## src/rtl/uart_tx_cfg.sv

```systemverilog
// ---------------------------------------------------------------------------
// uart_tx_cfg : parameterised UART transmitter with a small transmit FIFO.
//
// Words written with i_Tx_DV are queued in a FIFO_DEPTH-entry FIFO. The
// frame engine pops one word whenever it is idle. It then serialises the
// frame: start bit, DATA_BITS data bits LSB first, an optional parity bit,
// and STOP_BITS stop bits. Each bit lasts CLKS_PER_BIT clock cycles.
//
// Ports
//   i_Clock      : sole clock, rising edge
//   i_Reset      : synchronous active-high reset
//   i_Tx_DV      : write strobe, accepted only while o_Tx_Ready is high
//   i_Tx_Byte    : data word to queue (DATA_BITS wide)
//   o_Tx_Ready   : FIFO not full
//   o_Tx_Serial  : registered serial line, idle high
//   o_Tx_Active  : high from the start-bit edge to the end of the last stop bit
//   o_Tx_Done    : one-cycle pulse per completed frame
//   o_Fifo_Count : number of queued words not yet popped
// ---------------------------------------------------------------------------
module uart_tx_cfg #(
   parameter int CLKS_PER_BIT = 437,
   parameter int DATA_BITS    = 8,
   parameter int PARITY_MODE  = 0,   // 0 none, 1 odd, 2 even
   parameter int STOP_BITS    = 1,
   parameter int FIFO_DEPTH   = 4
) (
   input  logic                          i_Clock,
   input  logic                          i_Reset,
   input  logic                          i_Tx_DV,
   input  logic [DATA_BITS-1:0]          i_Tx_Byte,
   output logic                          o_Tx_Ready,
   output logic                          o_Tx_Serial,
   output logic                          o_Tx_Active,
   output logic                          o_Tx_Done,
   output logic [$clog2(FIFO_DEPTH):0]   o_Fifo_Count
);

   localparam int PTR_W = $clog2(FIFO_DEPTH);
   localparam int CNT_W = $clog2(STOP_BITS * CLKS_PER_BIT + 1);
   localparam int IDX_W = $clog2(DATA_BITS);

   // Reject illegal configurations at elaboration.
   if (CLKS_PER_BIT < 2) begin : g_bad_cpb
      $error("uart_tx_cfg: CLKS_PER_BIT must be >= 2");
   end
   if (DATA_BITS < 5 || DATA_BITS > 9) begin : g_bad_data
      $error("uart_tx_cfg: DATA_BITS must be 5..9");
   end
   if (PARITY_MODE < 0 || PARITY_MODE > 2) begin : g_bad_parity
      $error("uart_tx_cfg: PARITY_MODE must be 0, 1 or 2");
   end
   if (STOP_BITS != 1 && STOP_BITS != 2) begin : g_bad_stop
      $error("uart_tx_cfg: STOP_BITS must be 1 or 2");
   end
   if (FIFO_DEPTH < 2 || (FIFO_DEPTH & (FIFO_DEPTH - 1)) != 0) begin : g_bad_depth
      $error("uart_tx_cfg: FIFO_DEPTH must be a power of 2, >= 2");
   end

   typedef enum logic [2:0] {IDLE, START, DATA, PARITY, STOP} state_t;

   // ---------------- transmit FIFO ----------------
   logic [DATA_BITS-1:0] mem_q [FIFO_DEPTH];
   logic [PTR_W-1:0]     wr_ptr_q, wr_ptr_d;
   logic [PTR_W-1:0]     rd_ptr_q, rd_ptr_d;
   logic [PTR_W:0]       count_q,  count_d;
   logic                 push, pop;

   state_t               state_q;

   // Ready looks only at the count, so a pop in the same cycle cannot
   // make a full FIFO accept a write.
   assign o_Tx_Ready   = (count_q < (PTR_W + 1)'(FIFO_DEPTH));
   assign o_Fifo_Count = count_q;
   assign push         = i_Tx_DV & o_Tx_Ready;
   assign pop          = (state_q == IDLE) && (count_q != '0);

   // NOTE: every variable written in always_comb gets a default first, so no latch can be inferred.
   always_comb begin
      wr_ptr_d = wr_ptr_q;
      rd_ptr_d = rd_ptr_q;
      count_d  = count_q;
      if (push) wr_ptr_d = wr_ptr_q + 1'b1;   // power-of-2 depth: wraps for free
      if (pop)  rd_ptr_d = rd_ptr_q + 1'b1;
      case ({push, pop})
         2'b10:   count_d = count_q + 1'b1;
         2'b01:   count_d = count_q - 1'b1;
         default: count_d = count_q;
      endcase
   end

   // NOTE: sequential state uses non-blocking assignments only, so every flop samples pre-edge values.
   always_ff @(posedge i_Clock) begin
      if (i_Reset) begin
         wr_ptr_q <= '0;
         rd_ptr_q <= '0;
         count_q  <= '0;
      end else begin
         wr_ptr_q <= wr_ptr_d;
         rd_ptr_q <= rd_ptr_d;
         count_q  <= count_d;
      end
   end

   // NOTE: the storage array has no reset; emptying the FIFO only needs the pointers and count cleared.
   always_ff @(posedge i_Clock) begin
      if (!i_Reset && push) mem_q[wr_ptr_q] <= i_Tx_Byte;
   end

   // ---------------- frame engine ----------------
   logic [DATA_BITS-1:0] data_q;     // shift register holding the word in flight
   logic                 parity_q;
   logic [CNT_W-1:0]     clk_cnt_q;
   logic [IDX_W-1:0]     bit_idx_q;
   logic                 serial_q, active_q, done_q;

   assign o_Tx_Serial = serial_q;
   assign o_Tx_Active = active_q;
   assign o_Tx_Done   = done_q;

   always_ff @(posedge i_Clock) begin
      if (i_Reset) begin
         state_q   <= IDLE;
         serial_q  <= 1'b1;
         active_q  <= 1'b0;
         done_q    <= 1'b0;
         clk_cnt_q <= '0;
         bit_idx_q <= '0;
         data_q    <= '0;
         parity_q  <= 1'b0;
      end else begin
         done_q <= 1'b0;
         case (state_q)
            IDLE: begin
               clk_cnt_q <= '0;
               bit_idx_q <= '0;
               if (pop) begin
                  data_q   <= mem_q[rd_ptr_q];
                  // Even parity is the plain XOR; odd parity inverts it.
                  parity_q <= (^mem_q[rd_ptr_q]) ^ (PARITY_MODE == 1);
                  serial_q <= 1'b0;
                  active_q <= 1'b1;
                  state_q  <= START;
               end
            end
            START: begin
               if (clk_cnt_q == CNT_W'(CLKS_PER_BIT - 1)) begin
                  clk_cnt_q <= '0;
                  serial_q  <= data_q[0];
                  state_q   <= DATA;
               end else begin
                  clk_cnt_q <= clk_cnt_q + 1'b1;
               end
            end
            DATA: begin
               if (clk_cnt_q == CNT_W'(CLKS_PER_BIT - 1)) begin
                  clk_cnt_q <= '0;
                  if (bit_idx_q == IDX_W'(DATA_BITS - 1)) begin
                     bit_idx_q <= '0;
                     if (PARITY_MODE != 0) begin
                        serial_q <= parity_q;
                        state_q  <= PARITY;
                     end else begin
                        serial_q <= 1'b1;
                        state_q  <= STOP;
                     end
                  end else begin
                     bit_idx_q <= bit_idx_q + 1'b1;
                     serial_q  <= data_q[1];
                     data_q    <= data_q >> 1;
                  end
               end else begin
                  clk_cnt_q <= clk_cnt_q + 1'b1;
               end
            end
            PARITY: begin
               if (clk_cnt_q == CNT_W'(CLKS_PER_BIT - 1)) begin
                  clk_cnt_q <= '0;
                  serial_q  <= 1'b1;
                  state_q   <= STOP;
               end else begin
                  clk_cnt_q <= clk_cnt_q + 1'b1;
               end
            end
            STOP: begin
               // All stop bits are timed as one continuous high interval.
               if (clk_cnt_q == CNT_W'(STOP_BITS * CLKS_PER_BIT - 1)) begin
                  clk_cnt_q <= '0;
                  done_q    <= 1'b1;
                  active_q  <= 1'b0;
                  state_q   <= IDLE;
               end else begin
                  clk_cnt_q <= clk_cnt_q + 1'b1;
               end
            end
            default: state_q <= IDLE;
         endcase
      end
   end

endmodule

```

## config.mk

```make
export PLATFORM = sky130hd
export DESIGN_NAME = uart_tx_cfg
export DESIGN_NICKNAME = d
export VERILOG_FILES = /design/src/rtl/uart_tx_cfg.sv
export SDC_FILE = /design/constraint.sdc
export NUM_CORES = 1
export LEC_CHECK = 0
export CAP_MARGIN = 20
export CELL_PAD_IN_SITES_DETAIL_PLACEMENT = 0
export CELL_PAD_IN_SITES_GLOBAL_PLACEMENT = 2
export CORE_MARGIN = 2
export CORE_UTILIZATION = 38
export CTS_CLUSTER_SIZE = 40
export DETAILED_ROUTE_END_ITERATION = 16
export DONT_BUFFER_PORTS = 1
export PLACE_DENSITY = 0.79
export SETUP_SLACK_MARGIN = 0.05
export SLEW_MARGIN = 15
export SYNTH_ARGS = -nofsm -noshare
export SYNTH_HDL_FRONTEND = slang
export SYNTH_SLANG_ARGS = --single-unit
```

## constraint.sdc

```tcl
create_clock -name i_Clock -period 2.33 [get_ports i_Clock]
set_input_delay 0.1165 -clock i_Clock [delete_from_list [all_inputs] [get_ports i_Clock]]
set_output_delay 0.1165 -clock i_Clock [all_outputs]
set_load 0.05 [all_outputs]
```

==> impl_metrics.yaml, run 1 <==
pwr:
  power.density_nw_per_um2: 1100
  ir_drop_uv: 506
  leakage_nw: 1.20
timing:
  period_needed_ns: 2.02
  finalCritPeriodShare: 0.867
  relSlewSlack: 0.594
  setup_tns_ns: 0
  skew_ns: 0.00761
  setup_violations: 0
  rsz0062_at_grt: "no"
  hold_violations: 0
  tightest_slew_ns: 0.606
  fmax_ghz: 0.495
  drv_slew: 0
  hold_ws_ns: 0.0290
job:
  maxCapViolations: 0
clock_network:
  cts_buffer_depth: 2
  clock_sinks: 67
  cts_made_buffers: 9
  clk_latency_ns: 0.34
  path_clk_slew_ns: 0.08
  cts_setup_buffers: 0
  cts_tree: "done"
  cts_root_buf: "clkbuf_8"
  cts_htree_levels: 3
synthesis:
  syn_nets: 268
  synth_area_sq_um: 2910
  synthArstFlopShare: 0
  seq_area_frac_synth: 0.571
  ys_types: 46
  ys_ff_latch: 67
  synthFlopType: "dfxtp_1"
  synth_edf_count: 32
  ys_warn_count: 0
  synth.avg_cell_area_sq_um: 11.8
  synth_cells: 247
routing:
  viasPerCell: 5.10
  ant_nets: 0
  top_layer: "met4"
  wire_per_inst_microns: 15.0
  dr.first_iter.drc_count: 65
  dr.pass1.iters: 4
  wl_met1_mm: 2.73
  wl_met3_microns: 159
  wirelength_mm: 5.57
  route.met2.wl_mm: 2.59
  post-route-drc-count: 0
  num_vias: 1887
setup_path:
  end_kind: "flop"
  path_max_fanout: 6
  worstPathArrival_ns: 2.29
  worstPathRequired_ns: 2.60
  timing.rr.start: "o_Fifo_Count[2]"
  cp-start-kind: "flop"
  ff2ff_setup_slack_ns: 0.31
  r2r-end: "o_Fifo_Count[2]"
  reg2regPathDepth: 9
  path_class: "flop to flop"
hold_path:
  hold_start: "i_Reset"
  hold_path.class: "input pin to flop"
  min_to: "data_q[7]"
  hold_depth: 2
cells_and_area:
  ff_latch_area_sq_um: 1670
  layout-drive-gt1-share: 0.151
  nets: 287
  final_cell_mix: "32 x dfxtp_1, 32 x edfxtp_1, 24 x nor2_1"
  area_delta_synth_final_pct: 16.3
  antenna_cells: 0
  fill_cells: 666
  multi_input_area_sq_um: 1120
floorplan:
  die_width_microns: 91.5
  die_area_sq_um: 8380
  initial_utilization: 0.397
  row_count: 31
  dieHeight_microns: 91.5
  ios: 18
  core_region_area_sq_um: 7330
placement:
  routabilityCongestion: 0.771
  port_buffers: 0
  dp_hpwl_mm: 3.76
global_route:
  grt_max_degree: 29
  grt_overflow: 0
  grt_pass1_vias: 1878
  grt_usage: 0.145
  grt_pass1_wl_mm: 9.44
  antenna_found_initial: 0
outcome:
  status: "complete, no violations"
[area by class of cell]
cell class,count,area share
Sequential cell,67,0.492
Multi-Input combinational cell,149,0.331
Timing Repair Buffer,20,0.0532
Clock buffer,9,0.0366
Tap cell,99,0.0366
Clock inverter,7,0.0292
Inverter,19,0.0211
[cells by family after synthesis]
group                      Yosys count  share of synthesized area
AOI/OAI and AO/OA                   46                      0.109
xor gates and xnor gates            10                     0.0301
adders and majority gates           10                     0.0456
buffers and inverters               31                     0.0439
DFF                                 67                      0.571
muxes                               10                     0.0688
and+or+nand+nor                     73                      0.132
[how the worst max path moves through the flow]
stage,start,to,slack [ns],cells past startpoint
2_1_floorplan,o_Fifo_Count[2],o_Fifo_Count[2],0.12,10
3_3_place_gp,o_Fifo_Count[2],o_Fifo_Count[2],0.34,9
3_5_place_dp,o_Fifo_Count[2],o_Fifo_Count[2],0.32,9
4_1_cts,o_Fifo_Count[2],o_Fifo_Count[2],0.27,9
5_1_grt,o_Fifo_Count[2],o_Fifo_Count[2],0.10,9
6_report,o_Fifo_Count[2],o_Fifo_Count[2],0.31,9
[worst max-delay path: stages, from the launching register on]
cell and delay, ns:
dfxtp_2 0.38, or3_1 0.21, nand2_1 0.10, inv_1 0.06, ha_1 0.17, inv_1 0.06
fa_1 0.37, xor2_1 0.16, or3_1 0.30, a21oi_1 0.13
[flip-flops by register name, summed over array words and instances (netlist names), named ones only]
register	cells
o_Tx_Done	1
rd_ptr_q	2
wr_ptr_q	2
mem_q	32
state_q	3
clk_cnt_q	9
o_Fifo_Count	3
data_q	8
o_Tx_Serial	1
o_Tx_Active	1
bit_idx_q	3
[metrics by stage]
stage	cells	power [mW]	setup WS, ns	util	instance area [sq um]
final	370	3.73	0.309	0.462	3380
after global routing	370	3.98	0.101	0.462	3380
after CTS	369	3.79	0.275	0.460	3370
after detailed placement	344	2.67	0.320	0.417	3060
after global placement	344	2.66	0.343	0.417	3060
after floorplan	247	2.41	0.119	-	2910
[Yosys cell counts (3+ instances only)]
cell type | count | area, sq um
dfxtp_1 | 35 | 701
edfxtp_1 | 32 | 961
nor2_1 | 24 | 90.1
inv_1 | 19 | 71.3
a211oi_1 | 10 | 75.1
nand3_1 | 10 | 50.1
ha_1 | 9 | 113
xor2_1 | 9 | 78.8
mux4_2 | 8 | 180
nand2_1 | 8 | 30.0
a21oi_1 | 7 | 35.0
o22ai_1 | 7 | 43.8
buf_2 | 6 | 30.0
and2_1 | 5 | 31.3
o21ai_0 | 5 | 25.0
a31oi_1 | 4 | 25.0
and3_1 | 4 | 25.0
nand4_1 | 4 | 25.0
nor3_1 | 4 | 20.0
buf_1 | 3 | 11.3
or3_1 | 3 | 18.8
[per-layer routing]
| layer | GRT usage | up-vias |
|---|---|---|
| li1 | - | 945 |
| met1 | 0.192 | 912 |
| met2 | 0.219 | 22 |
| met3 | 0.0481 | 8 |
| met4 | 0.0568 | 0 |
| met5 | 0 | - |
[where the power goes]
group | internal [mW] | switching [mW] | leakage [nW]
logic | 0.467 | 0.594 | 0.506
clock network | 0.610 | 0.472 | 0.112
registers | 1.42 | 0.175 | 0.578
[what timing repair did]
| action | 4_1_cts | 5_1_grt |
|---|---|---|
| hold endpoints to repair | 60 | 0 |
| hold buffers | 9 | 0 |
| resized for setup | 0 | 0 |
(Power assumes the default switching activity.)
==> run 2: changes to the inputs <==
--- a/config.mk
+++ b/config.mk
@@ -5,6 +5,7 @@
 export SDC_FILE = /design/constraint.sdc
 export NUM_CORES = 1
 export LEC_CHECK = 0
+export ABC_CLOCK_PERIOD_IN_PS = 2330
 export CAP_MARGIN = 20
 export CELL_PAD_IN_SITES_DETAIL_PLACEMENT = 0
 export CELL_PAD_IN_SITES_GLOBAL_PLACEMENT = 2
@@ -14,6 +15,7 @@
 export DETAILED_ROUTE_END_ITERATION = 16
 export DONT_BUFFER_PORTS = 1
 export PLACE_DENSITY = 0.79
+export REMOVE_ABC_BUFFERS = 1
 export SETUP_SLACK_MARGIN = 0.05
 export SLEW_MARGIN = 15
 export SYNTH_ARGS = -nofsm -noshare
==> impl_metrics.yaml, run 2 (synthesized netlist as in run 1, its figures left out) <==
setup_path:
  r2r-end: "o_Fifo_Count[2]"
  worstPathRequired_ns: 2.60
  ff2ff_setup_slack_ns: 0.29
  path_class: "flop to flop"
  crit_top_cell: "inv_1"
  crit_chain: "nor3_1, nand2_1, inv_1, ha_1, inv_1, fa_1, xor2_1, or3_1, a21oi_1"
  timing.rr.start: "state_q[0]"
  path_max_fanout: 2
  cp_top_family: "simple AND/OR/NAND/NOR gates"
  cp_slowest_cell: "fa_1"
  cp-start-kind: "flop"
  worstPathBufferInverterCount: 2
  path_depth: 9
  end_kind: "flop"
  reg2regPathDepth: 9
  worstPathArrival_ns: 2.31
  cp_slowest_stage_delay_ns: 0.37
routing:
  post-route-drc-count: 0
  num_vias: 1908
  wirelength_mm: 5.42
  wire_per_inst_microns: 14.7
  dr.first_iter.drc_count: 89
  viasPerCell: 5.16
  dr.pass1.iters: 4
  ant_nets: 0
placement:
  dp_cells: 344
  routabilityCongestion: 0.737
  dp_hpwl_mm: 3.57
  port_buffers: 0
outcome:
  status: "complete, no violations"
cells_and_area:
  top_regs: "mem_q (32), clk_cnt_q (9), data_q (8)"
  largest_register_ffs: 32
  layout_commonest_cell: "dfxtp_1"
  antenna_cells: 0
  area_delta_synth_final_pct: 14.2
  fill_cells: 666
  nets: 287
  largest-register: "mem_q"
  layout-drive-gt1-share: 0.140
  instances_no_fill: 370
  final_cell_mix: "35 x dfxtp_1, 32 x edfxtp_1, 24 x nor2_1"
hold_path:
  hold_depth: 2
  hold_start: "i_Reset"
  min_to: "data_q[7]"
  hold_path.class: "input pin to flop"
pwr:
  total_power_mw: 3.52
  ir_drop_uv: 512
  power.density_nw_per_um2: 1060
  leakage_nw: 1.16
global_route:
  grt_pass1_vias: 1926
  grt_usage: 0.144
  grt_pass1_wl_mm: 9.40
  grt_max_degree: 29
  grt_overflow: 0
  antenna_found_initial: 0
floorplan:
  core_region_area_sq_um: 7330
  row_count: 31
  die_area_sq_um: 8380
  die_width_microns: 91.5
  dieHeight_microns: 91.5
  initial_utilization: 0.397
  ios: 18
clock_network:
  cts_made_buffers: 9
  cts_root_buf: "clkbuf_8"
  cts_htree_levels: 3
  clk_latency_ns: 0.34
  cts_setup_buffers: 0
  hold_buffers: 10
  clock_sinks: 67
  cts_tree: "done"
  path_clk_slew_ns: 0.07
  cts_resized: 0
  cts_buffer_depth: 2
timing:
  tightest_slew_ns: 0.584
  fmax_ghz: 0.490
  skew_ns: 0.00801
  finalCritPeriodShare: 0.875
  period_needed_ns: 2.04
  hold_violations: 0
  relSlewSlack: 0.609
  setup_violations: 0
  drv_slew: 0
  rsz0062_at_grt: "no"
job:
  maxCapViolations: 0
[run 2: how the worst max path moves through the flow]
stage,slack [ns],to,start
2_1_floorplan,-0.07,o_Fifo_Count[2],o_Fifo_Count[2]
3_3_place_gp,0.33,o_Fifo_Count[2],state_q[0]
3_5_place_dp,0.30,o_Fifo_Count[2],state_q[0]
4_1_cts,0.26,o_Fifo_Count[2],state_q[0]
5_1_grt,0.13,o_Fifo_Count[2],state_q[0]
6_report,0.29,o_Fifo_Count[2],state_q[0]
[run 2: worst reg2reg max path, stage by stage (launching register included)]
cell and delay, ns:
dfxtp_1 0.31, nor3_1 0.27, nand2_1 0.12, inv_1 0.07, ha_1 0.17, inv_1 0.06
fa_1 0.37, xor2_1 0.15, or3_1 0.30, a21oi_1 0.14
[run 2: through the flow]
stage | worst slack [ns] | instance area (sq um) | hold WS [ns] | setup TNS [ns] | util
floorplan | -0.0664 | 2850 | 0.179 | -0.0664 | -
global placement | 0.327 | 3050 | 0.188 | 0 | 0.416
detailed placement | 0.295 | 3050 | 0.190 | 0 | 0.416
CTS | 0.264 | 3330 | 0.135 | 0 | 0.454
global route | 0.132 | 3320 | 0.150 | 0 | 0.453
finish | 0.291 | 3320 | 0.145 | 0 | 0.453
[run 2: power by group]
group          leakage (nW)  switching (mW)  internal, mW
clock                0.0795           0.475         0.395
combinational         0.503           0.602         0.464
sequential            0.576           0.169          1.41
total                  1.16            1.25          2.27
[run 2: layer usage]
metal,vias to the layer above,wire [microns],GRT usage
met4,0,111,0.0720
met1,914,2670,0.194
met5,-,0,0
met2,34,2440,0.216
met3,9,203,0.0349
li1,951,-,-
[run 2: final cells by class]
type                    instances  area, sq um  share of cell area
clock buffers                  10          128              0.0384
flip-flops and latches         67         1660               0.500
multi-input cells             149         1120               0.337
well taps                      99          124              0.0373
repair buffers                 20          170              0.0512
inverters                      19         71.3              0.0215
clock inverters                 6         48.8              0.0147
==> run 3: changes to the inputs <==
--- a/config.mk
+++ b/config.mk
@@ -5,7 +5,7 @@
 export SDC_FILE = /design/constraint.sdc
 export NUM_CORES = 1
 export LEC_CHECK = 0
-export ABC_CLOCK_PERIOD_IN_PS = 2330
+export ABC_CLOCK_PERIOD_IN_PS = 1850
 export CAP_MARGIN = 20
 export CELL_PAD_IN_SITES_DETAIL_PLACEMENT = 0
 export CELL_PAD_IN_SITES_GLOBAL_PLACEMENT = 2
==> constraint.sdc (replaced) <==
create_clock -name i_Clock -period 1.85 [get_ports i_Clock]
set_input_delay 0.0925 -clock i_Clock [delete_from_list [all_inputs] [get_ports i_Clock]]
set_output_delay 0.0925 -clock i_Clock [all_outputs]
set_load 0.05 [all_outputs]
==> impl_metrics.yaml, run 3 (synthesized netlist as in run 1, its figures left out) <==
timing:
  tightest_slew_ns: 0.477
  fmax_ghz: 0.554
  finalCritPeriodShare: 0.975
  skew_ns: 0.00559
  drv_slew: 0
  setup_tns_ns: 0
  period_needed_ns: 1.80
  setup_violations: 0
  relSlewSlack: 0.681
  rsz0062_at_grt: "yes"
  hold_violations: 0
routing:
  num_vias: 1967
  wirelength_mm: 5.57
  dr.pass1.iters: 4
  viasPerCell: 5.07
  post-route-drc-count: 0
  ant_nets: 0
  wire_per_inst_microns: 14.4
  dr.first_iter.drc_count: 138
cells_and_area:
  largest_register_ffs: 32
  final_cell_mix: "32 x edfxtp_1, 30 x dfxtp_1, 28 x buf_4"
  ff_latch_area_sq_um: 1670
  layout-drive-gt1-share: 0.249
  largest-register: "mem_q"
  fill_cells: 677
  antenna_cells: 0
  multi_input_area_sq_um: 1170
  area_delta_synth_final_pct: 22.0
  final_area_sq_um: 3550
  layout_commonest_cell: "edfxtp_1"
  nets: 305
  top_regs: "mem_q (32), clk_cnt_q (9), data_q (8)"
placement:
  dp_hpwl_mm: 3.75
  routabilityCongestion: 0.777
  placedInstanceArea_sq_um: 3170
  port_buffers: 0
floorplan:
  core_region_area_sq_um: 7330
  die_width_microns: 91.5
  row_count: 31
  dieHeight_microns: 91.5
  ios: 18
  initial_utilization: 0.397
  die_area_sq_um: 8380
global_route:
  grt_pass1_wl_mm: 9.62
  grt_pass1_vias: 1898
  antenna_found_initial: 0
  grt_overflow: 0
  grt_usage: 0.148
  grt_max_degree: 30
pwr:
  power.density_nw_per_um2: 1370
  pwr-share-comb: 0.358
  p_seq_frac: 0.392
  leakage_nw: 1.28
  p_clk_frac: 0.249
  p_int_mw: 3.22
  p_sw_mw: 1.64
  ir_drop_uv: 635
  swShare: 0.338
setup_path:
  end_kind: "flop"
  path_class: "flop to flop"
  worstPathArrival_ns: 2.07
  worstPathRequired_ns: 2.12
  path_max_fanout: 2
  cp-start-kind: "flop"
clock_network:
  cts_tree: "done"
  cts_root_buf: "clkbuf_8"
  cts_made_buffers: 9
  cts_htree_levels: 3
  clock_sinks: 67
  clk_latency_ns: 0.33
  cts_buffer_depth: 2
  path_clk_slew_ns: 0.07
hold_path:
  hold_path.class: "input pin to flop"
job:
  maxCapViolations: 0
outcome:
  status: "complete, no violations"
run 3: cell types whose count changed in the layout (fill, tap and decap cells not counted), sizes merged:
cell | previous run | this run
buf | 11 | 29
bufinv | 0 | 1
clkinv | 1 | 2
clkinvlp | 3 | 1
run 3: final timing paths:
kind                    from  cells after the start         endpoint  slack (ns)
setup / recovery  state_q[0]                      9  o_Fifo_Count[2]        0.05
hold / removal       i_Reset                      2        data_q[7]        0.14
hold reg to reg    data_q[3]                      2        data_q[3]        0.46
setup reg to reg  state_q[0]                      9  o_Fifo_Count[2]        0.05
run 3: timing repair:
action,4_1_cts,5_1_grt
pin swaps,5,4
gates resized for setup,11,8
setup endpoints to repair,2,16
endpoints found under the hold margin,61,0
setup buffers,0,2
hold buffers,10,0
run 3: power groups by stage:
stage / clock [mW] / sequential, mW / combinational [mW]
6_report: 1.21 / 1.91 / 1.74
5_1_grt: 1.33 / 1.94 / 1.94
4_1_cts: 1.25 / 1.91 / 1.69
3_5_place_dp: 0 / 1.94 / 1.57
3_3_place_gp: 0 / 1.93 / 1.56
2_1_floorplan: 0 / 2.12 / 0.858
run 3: metal layers:
metal | wire length, microns | track usage | share of wire | vias up
met4 | 55 | 0.0682 | 0.0099 | 0
met5 | 0 | 0 | 0 | -
met3 | 159 | 0.0324 | 0.029 | 5
met1 | 2730 | 0.204 | 0.49 | 950
met2 | 2630 | 0.221 | 0.47 | 28
li1 | - | - | - | 984
run 3: area by class of cell:
type / count / area share
Multi-Input combinational cell: 149 / 0.329
Timing Repair Buffer: 38 / 0.0902
Inverter: 19 / 0.0201
Clock buffer: 10 / 0.0359
Clock inverter: 6 / 0.0204
Tap cell: 99 / 0.0349
Sequential cell: 67 / 0.470
run 3: critical path, cell delays in order, from the launching register on:
cell	delay (ns)
dfxtp_2	0.34
nor3_4	0.20
nand2_2	0.09
inv_2	0.07
ha_4	0.13
inv_2	0.03
fa_2	0.32
xor2_1	0.15
or3_1	0.30
a21oi_1	0.11
run 3: stage by stage:
stage | cells | hold WS [ns] | power (mW) | utilization | worst slack [ns]
after floorplan | 235 | 0.155 | 2.98 | - | -0.546
after global routing | 388 | 0.110 | 5.21 | 0.484 | -0.0369
after global placement | 360 | 0.163 | 3.49 | 0.433 | -0.0617
after detailed placement | 360 | 0.164 | 3.51 | 0.433 | -0.0790
final | 388 | 0.137 | 4.87 | 0.484 | 0.0458
after CTS | 386 | 0.113 | 4.85 | 0.480 | 0.0481
